[config.mk]
export PLATFORM = sky130hd
export DESIGN_NAME = bus_cycle_ctrl
export DESIGN_NICKNAME = d
export VERILOG_FILES = /design/src/rtl/bus_ctrl_pkg.sv /design/src/rtl/bus_src_prio_enc.sv /design/src/rtl/bus_cycle_ctrl.sv
export SDC_FILE = /design/constraint.sdc
export NUM_CORES = 1
export LEC_CHECK = 0
export CAP_MARGIN = 40
export CELL_PAD_IN_SITES_DETAIL_PLACEMENT = 0
export CELL_PAD_IN_SITES_GLOBAL_PLACEMENT = 1
export CORE_ASPECT_RATIO = 1.2
export CORE_MARGIN = 1.5
export CORE_UTILIZATION = 28
export DETAILED_ROUTE_END_ITERATION = 10
export HOLD_SLACK_MARGIN = 0.15
export PLACE_DENSITY_LB_ADDON = 0.1
export SYNTH_ARGS = -nofsm -noshare
export SYNTH_HDL_FRONTEND = slang
export SYNTH_SLANG_ARGS = --single-unit
export TNS_END_PERCENT = 100
[constraint.sdc]
create_clock -name xclk -period 6.2 [get_ports xclk]
set_clock_uncertainty 0.05 [all_clocks]
set_input_delay 1.24 -clock xclk [delete_from_list [all_inputs] [get_ports xclk]]
set_output_delay 1.24 -clock xclk [all_outputs]
set_load 0.02 [all_outputs]
[src/rtl/bus_ctrl_pkg.sv]
// rtl/bus_ctrl_pkg.sv - shared types and constants for the DSP bus cycle controller
package bus_ctrl_pkg;

  localparam int DATA_W = 16;
  localparam int AB_W   = 8;

  localparam logic [DATA_W-1:0] DEFAULT_DATA_C = 16'h3333;
  localparam logic [AB_W-1:0]   STAT_ADDR_C    = 8'hFF;

  localparam int STAT_CONFLICT_BIT = 15;
  localparam int STAT_PROTO_BIT    = 14;
  localparam int STAT_CNT_W        = 8;

  typedef enum logic [2:0] {
    ST_IDLE,
    ST_WR_SETTLE,
    ST_WR_ACTIVE,
    ST_RD_SETUP,
    ST_RD_DRIVE,
    ST_TURNAROUND
  } bus_state_e;

  function automatic logic [DATA_W-1:0] status_word(
    input logic                  conflict,
    input logic                  proto,
    input logic [STAT_CNT_W-1:0] cnt
  );
    logic [DATA_W-1:0] w;
    w                    = '0;
    w[STAT_CONFLICT_BIT] = conflict;
    w[STAT_PROTO_BIT]    = proto;
    w[STAT_CNT_W-1:0]    = cnt;
    return w;
  endfunction

endpackage

[src/rtl/bus_src_prio_enc.sv]
// rtl/bus_src_prio_enc.sv - fixed-priority encoder (index 0 wins) with more-than-one-hot detect
module bus_src_prio_enc #(
  parameter int NSRC  = 8,
  parameter int IDX_W = (NSRC > 1) ? $clog2(NSRC) : 1
) (
  input  logic [NSRC-1:0]  i_avail,
  output logic [IDX_W-1:0] o_idx,
  output logic             o_any,
  output logic             o_multi
);

  always_comb begin
    o_idx   = '0;
    o_any   = 1'b0;
    o_multi = 1'b0;
    for (int i = 0; i < NSRC; i++) begin
      if (i_avail[i]) begin
        if (o_any) begin
          o_multi = 1'b1;
        end else begin
          o_idx = IDX_W'(i);
          o_any = 1'b1;
        end
      end
    end
  end

endmodule

[src/rtl/bus_cycle_ctrl.sv]
// rtl/bus_cycle_ctrl.sv - DSP external-bus cycle sequencer: write settle, read arbitration, status
module bus_cycle_ctrl
  import bus_ctrl_pkg::*;
#(
  parameter int                NSRC         = 8,
  parameter int                WR_SETTLE    = 2,
  parameter int                TURN         = 1,
  parameter logic [DATA_W-1:0] DEFAULT_DATA = DEFAULT_DATA_C,
  parameter logic [AB_W-1:0]   STAT_ADDR    = STAT_ADDR_C,
  parameter int                AB_OFFSET    = 0
) (
  input  logic                     xclk,
  input  logic                     reset,
  input  logic                     cs,
  input  logic                     re,
  input  logic                     we,
  input  logic [AB_W-1:0]          ab,
  input  logic [DATA_W-1:0]        db_in,
  input  logic [NSRC-1:0]          src_avail,
  input  logic [DATA_W*NSRC-1:0]   src_data,
  output logic                     write_qualified,
  output logic                     read_qualified,
  output logic [DATA_W-1:0]        db_out,
  output logic                     db_oe,
  output logic                     conflict_flag,
  output logic                     proto_err_flag,
  output logic [STAT_CNT_W-1:0]    conflict_count
);

  localparam int              IDX_W       = (NSRC > 1) ? $clog2(NSRC) : 1;
  localparam logic [AB_W-1:0] STAT_MATCH  = AB_W'(int'(STAT_ADDR) + AB_OFFSET);
  localparam logic [7:0]      SETTLE_LAST = 8'(WR_SETTLE - 1);
  localparam logic [7:0]      TURN_LAST   = 8'(TURN - 1);

  bus_state_e              r_state;
  bus_state_e              w_next;
  logic [7:0]              r_cnt;
  logic                    r_wr_first;
  logic                    r_conf_seen;
  logic                    r_conflict;
  logic                    r_proto;
  logic [STAT_CNT_W-1:0]   r_count;
  logic [DATA_W-1:0]       r_db_out;

  logic                    w_cnt_clr;
  logic                    w_load;
  logic                    w_proto;
  logic                    w_stat_hit;
  logic                    w_conflict;
  logic                    w_clear;
  logic [IDX_W-1:0]        w_idx;
  logic                    w_any;
  logic                    w_multi;
  logic [DATA_W-1:0]       w_sel_word;
  logic                    w_unused_db;

  bus_src_prio_enc #(
    .NSRC  (NSRC),
    .IDX_W (IDX_W)
  ) u_prio (
    .i_avail (src_avail),
    .o_idx   (w_idx),
    .o_any   (w_any),
    .o_multi (w_multi)
  );

  always_ff @(posedge xclk) begin
    if (reset) r_state <= ST_IDLE;
    else       r_state <= w_next;
  end

  always_comb begin
    w_next    = r_state;
    w_cnt_clr = 1'b0;
    w_load    = 1'b0;
    w_proto   = 1'b0;
    case (r_state)
      ST_IDLE: begin
        if (!cs) begin
          if (!re && !we) begin
            w_proto = 1'b1;
          end else if (!we) begin
            w_next    = (WR_SETTLE == 0) ? ST_WR_ACTIVE : ST_WR_SETTLE;
            w_cnt_clr = 1'b1;
          end else if (!re) begin
            w_next = ST_RD_SETUP;
          end
        end
      end
      ST_WR_SETTLE: begin
        if (we || cs)                 w_next = ST_IDLE;
        else if (r_cnt == SETTLE_LAST) w_next = ST_WR_ACTIVE;
      end
      ST_WR_ACTIVE: begin
        if (we || cs) w_next = ST_IDLE;
      end
      ST_RD_SETUP: begin
        if (re || cs) begin
          w_next = ST_IDLE;
        end else begin
          w_next = ST_RD_DRIVE;
          w_load = 1'b1;
        end
      end
      ST_RD_DRIVE: begin
        if (re || cs) begin
          w_next    = (TURN == 0) ? ST_IDLE : ST_TURNAROUND;
          w_cnt_clr = 1'b1;
        end else begin
          w_load = 1'b1;
        end
      end
      ST_TURNAROUND: begin
        if (r_cnt == TURN_LAST) w_next = ST_IDLE;
      end
      default: w_next = ST_IDLE;
    endcase
  end

  assign w_stat_hit  = (ab == STAT_MATCH);
  assign w_conflict  = w_load && w_multi && !w_stat_hit;
  assign w_clear     = (r_state == ST_WR_ACTIVE) && r_wr_first && w_stat_hit && db_in[0];
  assign w_sel_word  = src_data[int'(w_idx)*DATA_W +: DATA_W];
  assign w_unused_db = ^db_in[DATA_W-1:1];

  // One counter serves both the write settle delay and the read turnaround gap.
  always_ff @(posedge xclk) begin
    if (reset)                                                   r_cnt <= '0;
    else if (w_cnt_clr)                                          r_cnt <= '0;
    else if (r_state == ST_WR_SETTLE || r_state == ST_TURNAROUND) r_cnt <= r_cnt + 8'd1;
  end

  always_ff @(posedge xclk) begin
    if (reset) begin
      r_wr_first  <= 1'b0;
      r_conf_seen <= 1'b0;
    end else begin
      r_wr_first <= (w_next == ST_WR_ACTIVE) && (r_state != ST_WR_ACTIVE);
      if (w_next == ST_RD_SETUP) r_conf_seen <= 1'b0;
      else if (w_conflict)       r_conf_seen <= 1'b1;
    end
  end

  // A status clear outranks any flag set or count on the same edge.
  always_ff @(posedge xclk) begin
    if (reset || w_clear) begin
      r_conflict <= 1'b0;
      r_proto    <= 1'b0;
      r_count    <= '0;
    end else begin
      if (w_proto) r_proto <= 1'b1;
      if (w_conflict) begin
        r_conflict <= 1'b1;
        if (!r_conf_seen && r_count != {STAT_CNT_W{1'b1}}) r_count <= r_count + 1'b1;
      end
    end
  end

  always_ff @(posedge xclk) begin
    if (reset) begin
      r_db_out <= '0;
    end else if (w_load) begin
      if (w_stat_hit)  r_db_out <= status_word(r_conflict, r_proto, r_count);
      else if (w_any)  r_db_out <= w_sel_word;
      else             r_db_out <= DEFAULT_DATA;
    end
  end

  assign write_qualified = (r_state == ST_WR_ACTIVE);
  assign read_qualified  = (r_state == ST_RD_SETUP) || (r_state == ST_RD_DRIVE);
  assign db_oe           = (r_state == ST_RD_DRIVE);
  assign db_out          = r_db_out;
  assign conflict_flag   = r_conflict;
  assign proto_err_flag  = r_proto;
  assign conflict_count  = r_count;

endmodule

==> run summary, run 1 <==
initial antenna violation count - 0
num ports - 194
Worst Setup Start Kind - input pin
worst IR drop on VDD - 0.1151 mV
Min-Delay Path Class - flip-flop to flip-flop
Starting DRT DRC Count - 107
Power Internal - 0.0005745 W
sequential power share - 0.341
outcome - finished, final reports clean
DRC - 0
critical path class - input pin to flip-flop
GRT Resource Usage Total - 0.1898
Slowest cell on crit path - or4_4
nets - 705
top cells by area, synth - dfxtp_1 (25%), mux2i_1 (9.4%), mux4_2 (6.4%)
top cell type's share of synthesized area - 0.2455
Clock Tree Buf Depth - 2
Starting Density - 0.2882
CTS tree - built
die area - 12010 um^2
Final min period - 3.881 ns
Inst Count DP - 661
setup TNS - 0 ns
largest net degree at the start of global routing - 45
Post-synth top cells - dfxtp_1 (39), nor2_1 (36), mux2i_1 (30), nand3_1 (30), nand2_1 (26)
Comb pwr share - 0.271
Syn Inst Count - 370
post-layout util - 0.4718
share of layout cells above drive strength 1 - 0.07263
switching power - 0.0001847 W
worst skew pair latency - 0.28 ns
drt wl/cell - 17.02 um
CP Data Arrival Time - 3.99 ns
Max Slew Vio Count - 0
register area share after synthesis - 0.2455
setup ws final - 2.319 ns
Routed Antenna Nets - 0
Async SR Flop Fraction - 0
Vias/cell - 5.200
Critical Path Max Stage Delay - 0.59 ns
Crit Path Max Fanout - 44
Syn Area/Cell - 8.596 um^2
Layout Cells excl Fill - 669
Slew HR - 0.4581
Setup WS pre-CTS - 2.033 ns
clock share of power - 0.388
Critical Path RT - 6.31 ns
die span in y - 119.8 um
cell taking the most area after synthesis - dfxtp_1
crit path capture type - flip-flop
GRT Residual Overflow - 0
final wirelength - 11390 um
number of max-cap violations - 0
worst-path cell chain - clkdlybuf4s50_1, or4_4, nor2_4, buf_4, mux4_1, mux2i_1, a21boi_1
DR vias - 3479
syn_nets - 539
CTS resizes - 0
Area Overhead vs Synth - 63.69%
Synth Flop Type - dfxtp_1
Post-DP HPWL - 9364 um
count of final setup violators - 0
num rows - 42
Slew @ Worst Pin - 0.8099 ns
fillcell total - 1099
Root Buffer - clkbuf_16
pwr/cell area - 145.8 nW/um^2
Routability Congestion - 0.8267
final period utilization - 0.6260
Synth Register Bits - 39
vias in the first global route - 3531
clk slew on worst S/H paths - 0.06 ns
Final Hold Vio Count - 0
H-Tree Level Count - 2
count of cell types in the netlist - 64
number of diodes - 0
CTS Sinks - 39
CP bufs+invs - 2
total CTS buffers - 5
Ys Warns - 0
maximum clock frequency - 257.6 MHz
# Post-CTS Setup Buffers - 0
CP delay by family, top - buffers and inverters
Synth Cell Area - 3181 um^2
Leak Pwr - 1.887 nW
# port buffers - 178
DRT Pass-1 Iters - 4
switching portion of total power - 0.2433
core area - 11040 um^2
die extent in x - 100.3 um
Post-synth EDFFs - 0
RSZ-0062 raised after global routing - false
Hold-fix buffers, CTS - 0
most common cell in the netlist - dfxtp_1
first-pass GRT wire length - 17990 um
[power by group through the flow]
stage | sequential (W) | clock [W] | combinational [W]
global route | 0.000259 | 0.000313 | 0.000223
CTS | 0.000259 | 0.000303 | 0.000209
global placement | 0.000264 | 0 | 0.000203
finish | 0.000259 | 0.000295 | 0.000206
detailed placement | 0.000264 | 0 | 0.000208
floorplan | 0.000263 | 0 | 0.0000889
[cell families after synthesis]
logic type | after synthesis | synth area share
AO/OA/AOI/OAI | 85 | 0.1983
XOR/XNOR | 11 | 0.03029
adder cells (fa/ha/maj) | 6 | 0.02203
buffers and inverters | 28 | 0.04996
flip-flops | 39 | 0.2455
multiplexers | 44 | 0.1900
AND/OR/NAND/NOR | 157 | 0.2640
[worst reg2reg max path, delay by kind of cell (launching register included)]
family,cells,cell delay [ns]
flops,1,0.48
compound gates,1,0.09
simple gates,5,1.46
[per-layer routing]
layer	global-route usage	vias to the layer above	share of wire
li1	-	1748	-
met1	0.2197	1612	0.40
met2	0.3529	113	0.53
met3	0.04368	6	0.066
met4	0.03697	0	0.0059
met5	0	-	0
[sequential cells by signal (all words and copies together), names as in the netlist]
| name | flops |
|---|---|
| conflict_flag | 1 |
| r_cnt | 8 |
| proto_err_flag | 1 |
| r_state | 3 |
| conflict_count | 8 |
| r_conf_seen | 1 |
| db_out | 16 |
| r_wr_first | 1 |
[placed cells by master, fill, tap and decap left out, types with 3 or more instances in the layout]
| master | count |
|---|---|
| a211oi_1 | 4 |
| a21boi_1 | 4 |
| a21oi_1 | 17 |
| a31oi_1 | 3 |
| and4_1 | 5 |
| buf_4 | 3 |
| clkbuf_16 | 5 |
| clkdlybuf4s50_1 | 178 |
| dfxtp_1 | 39 |
| ha_1 | 4 |
| inv_1 | 5 |
| mux2i_1 | 30 |
| mux4_1 | 3 |
| mux4_2 | 9 |
| nand2_1 | 26 |
| nand3_1 | 30 |
| nand4_1 | 9 |
| nor2_1 | 36 |
| nor2b_1 | 4 |
| nor3_1 | 22 |
| o211a_1 | 8 |
| o211ai_1 | 12 |
| o21a_1 | 4 |
| o21ai_0 | 5 |
| o31ai_1 | 9 |
| xor2_1 | 10 |
[worst paths after layout]
path | startpoint | end | slack (ns) | cells after the start
max | src_avail[2] | db_out[6] | 2.32 | 7
min | db_out[10] | db_out[10] | 0.40 | 2
max reg2reg | r_state[2] | db_out[1] | 3.98 | 6
min reg2reg | db_out[10] | db_out[10] | 0.40 | 2
[layout make-up]
class	instances	area (um^2)	share of cell area
clock buffers	5	125.1	0.02403
clock inverters	3	43.79	0.008411
inverters	5	18.77	0.003605
multi-input cells	303	2241	0.4304
flip-flops and latches	39	780.7	0.1500
well taps	132	165.2	0.03172
repair buffers	182	1832	0.3518
[metrics by stage]
step	hold slack [ns]	total power (W)	cell area [um^2]
4_1_cts	0.4043	0.0007699	5206
6_report	0.4044	0.0007593	5206
3_3_place_gp	0.3879	0.0004668	5010
2_1_floorplan	0.4298	0.0003517	3181
3_5_place_dp	0.3960	0.0004723	5037
5_1_grt	0.4422	0.0007954	5206
Note: power is estimated with default switching activity, not from simulation.
==> run 2: changes to the inputs <==
CORE_UTILIZATION = 24   (was 28)
clock period = 3.56 ns   (was 6.2 ns; I/O delays follow)
==> run 2 against run 1 <==
Clock power up 49%. Global-route usage down 1.9 points. Core utilization down 6.0 points. Worst hold slack worse by 0.0078 ns. Register-to-register slack worse by 2.5 ns. Combinational power up 77%. Sequential cell count unchanged. Power up 65%. Cell area up 1.1%. Worst setup slack worse by 1.6 ns. Non-clock buffer count up 6.
==> run summary, run 2 (synthesized netlist as in run 1, its figures left out) <==
largest net degree at the start of global routing - 46 (+2.2%)
Hold WS - 0.3965 ns (-0.007837 ns)
Routability Congestion - 0.8240 (-0.33%)
worst IR drop on VDD - 0.1487 mV (+29%)
number of max-cap violations - 0 (unchanged)
FF+latch area - 780.7 um^2 (unchanged)
Final Hold Vio Count - 0 (unchanged)
core area - 12780 um^2 (+16%)
crit path capture type - flip-flop
GRT Residual Overflow - 0 (unchanged)
fin area - 5265 um^2 (+1.1%)
final wirelength - 11900 um (+4.5%)
Routed Antenna Nets - 0 (unchanged)
CTS resizes - 0 (unchanged)
commonest non-fill, non-tap cell in the layout - clkdlybuf4s50_1
multi-input logic area - 2241 um^2 (unchanged)
Clock Tree Buf Depth - 2 (unchanged)
DRC - 0 (unchanged)
maximum clock frequency - 354.3 MHz
Critical Path Max Stage Delay - 0.60 ns (about the same)
dpl cell area - 5127 um^2 (+1.8%)
Post-DP HPWL - 9855 um (+5.2%)
Min-Delay Path Class - flip-flop to flip-flop
CTS tree - built
GRT Resource Usage Total - 0.1706 (-0.01916)
CP bufs+invs - 2 (unchanged)
total CTS buffers - 5 (unchanged)
Slew @ Worst Pin - 0.7757 ns (-0.03421 ns)
Final min period - 2.822 ns
die extent in x - 108.1 um (+7.8%)
CP delay by family, top - simple AND/OR/NAND/NOR gates
Area Overhead vs Synth - 65.54%
Vias/cell - 5.117 (-1.6%)
fillcell total - 1295 (+18%)
Crit Path Max Fanout - 15 (-66%)
Leak Pwr - 1.902 nW (+0.82%)
H-Tree Level Count - 2 (unchanged)
Starting DRT DRC Count - 128 (+20%)
Setup WS pre-CTS - 0.4054 ns (-1.628 ns)
count of final setup violators - 0 (unchanged)
Hold-fix buffers, CTS - 0 (unchanged)
worst skew pair latency - 0.29 ns (about the same)
critical path class - input pin to flip-flop
CP Data Arrival Time - 2.93 ns (-1.06 ns)
number of diodes - 0 (unchanged)
max reg flops - 16 (unchanged)
setup ws final - 0.7379 ns (-1.581 ns)
Worst Setup Start Kind - input pin
die area - 13960 um^2 (+16%)
outcome - finished, final reports clean
first-pass GRT wire length - 18390 um (+2.2%)
most frequent cells in the layout - clkdlybuf4s50_1 (178), dfxtp_1 (39), nor2_1 (36)
pwr/cell area - 238.3 nW/um^2 (+63%)
setup TNS - 0 ns (unchanged)
num ports - 194 (unchanged)
# port buffers - 178 (unchanged)
DR vias - 3618 (+4.0%)
DRT Pass-1 Iters - 5 (+1)
Max Slew Vio Count - 0 (unchanged)
initial antenna violation count - 0 (unchanged)
worst-path cell chain - clkdlybuf4s50_1, or4_4, nor2_4, buf_4, mux2i_1, nor3_1, o31ai_1, o211ai_1
share of layout cells above drive strength 1 - 0.07919 (+0.006564)
Starting Density - 0.2488 (-0.03936)
num rows - 45 (+7.1%)
Slew HR - 0.4809 (+0.02289)
drt wl/cell - 16.83 um (-1.1%)
# Post-CTS Setup Buffers - 0 (unchanged)
CTS Sinks - 39 (unchanged)
vias in the first global route - 3657 (+3.6%)
Slowest cell on crit path - or4_4
Critical Path RT - 3.67 ns (-2.64 ns)
nets - 711 (+0.85%)
clk slew on worst S/H paths - 0.06 ns (about the same)
final period utilization - 0.7927
Root Buffer - clkbuf_16
die span in y - 129.1 um (+7.8%)
RSZ-0062 raised after global routing - false
-- run 2: where the power goes --
group          leakage [nW]  switching, W  internal (W)
Clock                0.0679      0.000180      0.000259
Sequential            0.315    0.00000888      0.000442
Combinational          1.52      0.000134      0.000230
-- run 2: final cells by class --
class,count,share of cell area
sequential,39,0.1483
clock inverter,1,0.0009506
tap,164,0.03897
inverter,5,0.003565
multi-input combinational,303,0.4256
timing repair buffer,188,0.3574
clock buffer,7,0.02519
-- run 2: worst paths after layout --
path,startpoint,end,slack [ns],depth (start not counted)
min,db_out[11],db_out[11],0.40,2
max reg2reg,r_state[1],conflict_count[5],1.49,6
max,src_avail[2],db_out[5],0.74,8
min reg2reg,db_out[11],db_out[11],0.40,2
-- run 2: tightest hold or removal path, delay by kind of cell, from the launching register on --
kind,cells,cell delay [ns]
flops,1,0.31
simple gates,1,0.05
compound gates,1,0.05
-- run 2: metrics by stage --
| stage | power (W) | cells | utilization |
|---|---|---|---|
| 2_1_floorplan | 0.0006126 | 370 | - |
| 3_3_place_gp | 0.0008255 | 699 | 0.4012 |
| 3_5_place_dp | 0.0008281 | 699 | 0.4012 |
| 4_1_cts | 0.001277 | 707 | 0.4119 |
| 5_1_grt | 0.001317 | 707 | 0.4119 |
| 6_report | 0.001255 | 707 | 0.4119 |
-- run 2: per-layer routing --
metal  global-route usage  vias up  part of all wire
met5                    0        -                 0
met4              0.04876        0             0.018
met3              0.04980       13             0.081
met2               0.3194      138              0.53
met1               0.1846     1699              0.38
li1                     -     1768                 -
==> run 3: changes to the inputs <==
CORE_UTILIZATION = 26   (was 24)
clock period = 2.7 ns   (was 3.56 ns; I/O delays follow)
==> run 3 against run 2 <==
Clock-buffer cell count decreased by 2. Cell count increased by 3.3%. Clock power increased by 56%. Sequential power increased by 32%. Critical path depth unchanged. Routed wire length decreased by 1.4%. Critical endpoint is now db_out[0]. Largest cell class unchanged. Highest routed layer unchanged.
==> run summary, run 3 (synthesized netlist as in run 1, its figures left out) <==
commonest non-fill, non-tap cell in the layout - clkdlybuf4s50_1
# port buffers - 178 (unchanged)
Crit Path Max Fanout - 12 (-3)
Slowest cell on crit path - or4_4
number of max-cap violations - 0 (unchanged)
core area - 12000 um^2 (-6.1%)
die span in y - 124.2 um (-3.8%)
crit path from - src_avail[3]
CP Data Arrival Time - 2.60 ns (-0.33 ns)
count of final setup violators - 0 (unchanged)
Worst Setup Start Kind - input pin
GRT Resource Usage Total - 0.1804 (+0.009804)
Starting Density - 0.2650 (+0.01616)
drt wl/cell - 16.07 um (-4.5%)
worst-path cell chain - clkdlybuf4s50_1, or4_4, nor2_4, buf_4, mux2i_1, nor3_1, o31ai_1, o211ai_1
Slew @ Worst Pin - 0.5065 ns (-0.2692 ns)
setup TNS - 0 ns (unchanged)
worst skew pair latency - 0.28 ns (about the same)
Vias/cell - 4.966 (-3.0%)
vias in the first global route - 3662 (+0.14%)
GRT Residual Overflow - 0 (unchanged)
Power Internal - 0.001348 W (+45%)
CP bufs+invs - 2 (unchanged)
final wirelength - 11730 um (-1.4%)
clk slew on worst S/H paths - 0.06 ns (about the same)
DR vias - 3625 (+0.19%)
number of diodes - 0 (unchanged)
CTS tree - built
Min-Delay Path Class - flip-flop to flip-flop
outcome - finished, final reports clean
total CTS buffers - 5 (unchanged)
largest net degree at the start of global routing - 32 (-30%)
die area - 12910 um^2 (-7.5%)
Post-DP HPWL - 9858 um (about the same)
Critical Path RT - 2.81 ns (-0.86 ns)
initial antenna violation count - 0 (unchanged)
Worst Hold Launch - db_out[11]
# Post-CTS Setup Buffers - 0 (unchanged)
die extent in x - 104.0 um (-3.8%)
first-pass GRT wire length - 18290 um (-0.53%)
Leak Pwr - 2.057 nW (+8.2%)
share of layout cells above drive strength 1 - 0.1248 (+0.04559)
Slew HR - 0.6611 (+0.1801)
RR Startpoint - r_state[2]
Clock Tree Buf Depth - 2 (unchanged)
num ports - 194 (unchanged)
Starting DRT DRC Count - 139 (+8.6%)
worst IR drop on VDD - 0.2458 mV (+65%)
crit path capture type - flip-flop
Routed Antenna Nets - 0 (unchanged)
RSZ-0062 raised after global routing - false
Max Slew Vio Count - 0 (unchanged)
Routability Congestion - 0.8604 (+4.4%)
H-Tree Level Count - 2 (unchanged)
fillcell total - 1258 (-2.9%)
switching portion of total power - 0.2466 (-0.01098)
clock share of power - 0.385 (+0.035)
final period utilization - 0.9233
CP delay by family, top - simple AND/OR/NAND/NOR gates
most frequent cells in the layout - clkdlybuf4s50_1 (178), dfxtp_1 (39), nor2_1 (36)
Final Hold Vio Count - 0 (unchanged)
num rows - 44 (-2.2%)
Hold WS - 0.3955 ns (-0.001037 ns)
Area Overhead vs Synth - 73.33%
nets - 737 (+3.7%)
DRC - 0 (unchanged)
maximum clock frequency - 401.1 MHz
CTS Sinks - 39 (unchanged)
CTS resizes - 0 (unchanged)
max reg flops - 16 (unchanged)
Comb pwr share - 0.283 (-0.007)
Final min period - 2.493 ns
critical path class - input pin to flip-flop
Root Buffer - clkbuf_16
sequential power share - 0.332 (-0.027)
Critical Path Max Stage Delay - 0.57 ns (-0.03 ns)
Hold-fix buffers, CTS - 0 (unchanged)
pwr/cell area - 324.5 nW/um^2 (+36%)
DRT Pass-1 Iters - 4 (-1)
switching power - 0.0004411 W (+36%)
-- run 3: area by class of cell --
| type | instances | area (um^2) | area share |
|---|---|---|---|
| tap | 161 | 201.4 | 0.03654 |
| timing repair buffer | 214 | 2102 | 0.3813 |
| inverter | 5 | 18.77 | 0.003404 |
| clock buffer | 5 | 125.1 | 0.02270 |
| clock inverter | 3 | 43.79 | 0.007944 |
| multi-input combinational | 303 | 2241 | 0.4065 |
| sequential | 39 | 780.7 | 0.1416 |
-- run 3: power groups by stage --
| stage | combinational, W | clock, W | sequential, W |
|---|---|---|---|
| 3_5_place_dp | 0.000511 | 0 | 0.000607 |
| 3_3_place_gp | 0.000509 | 0 | 0.000607 |
| 4_1_cts | 0.000513 | 0.000704 | 0.000594 |
| 5_1_grt | 0.000547 | 0.000731 | 0.000596 |
| 6_report | 0.000506 | 0.000688 | 0.000595 |
| 2_1_floorplan | 0.000204 | 0 | 0.000604 |
-- run 3: final timing paths --
| path | end | slack (ns) | cells after the start |
|---|---|---|---|
| max | db_out[0] | 0.21 | 8 |
| min | db_out[11] | 0.40 | 2 |
| max reg2reg | conflict_count[5] | 0.57 | 6 |
| min reg2reg | db_out[11] | 0.40 | 2 |
-- run 3: metrics by stage --
step                instances  area, um^2   power, W  setup slack [ns]  utilization
finish                    730        5513   0.001789            0.2070       0.4593
global route              730        5513   0.001874            0.1032       0.4593
CTS                       730        5513   0.001812            0.2041       0.4593
detailed placement        722        5344   0.001118          -0.09366       0.4453
global placement          722        5344   0.001116          -0.07938       0.4453
floorplan                 370        3181  0.0008077            0.5054            -
-- run 3: metal layers --
metal | GRT usage | vias to the layer above | wire length, um
met2 | 0.3498 | 123 | 6086
met3 | 0.04239 | 15 | 746
met4 | 0.05122 | 0 | 223
met1 | 0.1960 | 1672 | 4674
met5 | 0 | - | 0
li1 | - | 1815 | -
-- run 3: tightest hold or removal path, delay by kind of cell (launching register included) --
family           cells  cell delay [ns]
flip-flops           1             0.31
AND/OR/NAND/NOR      1             0.05
AO/OA/AOI/OAI        1             0.05
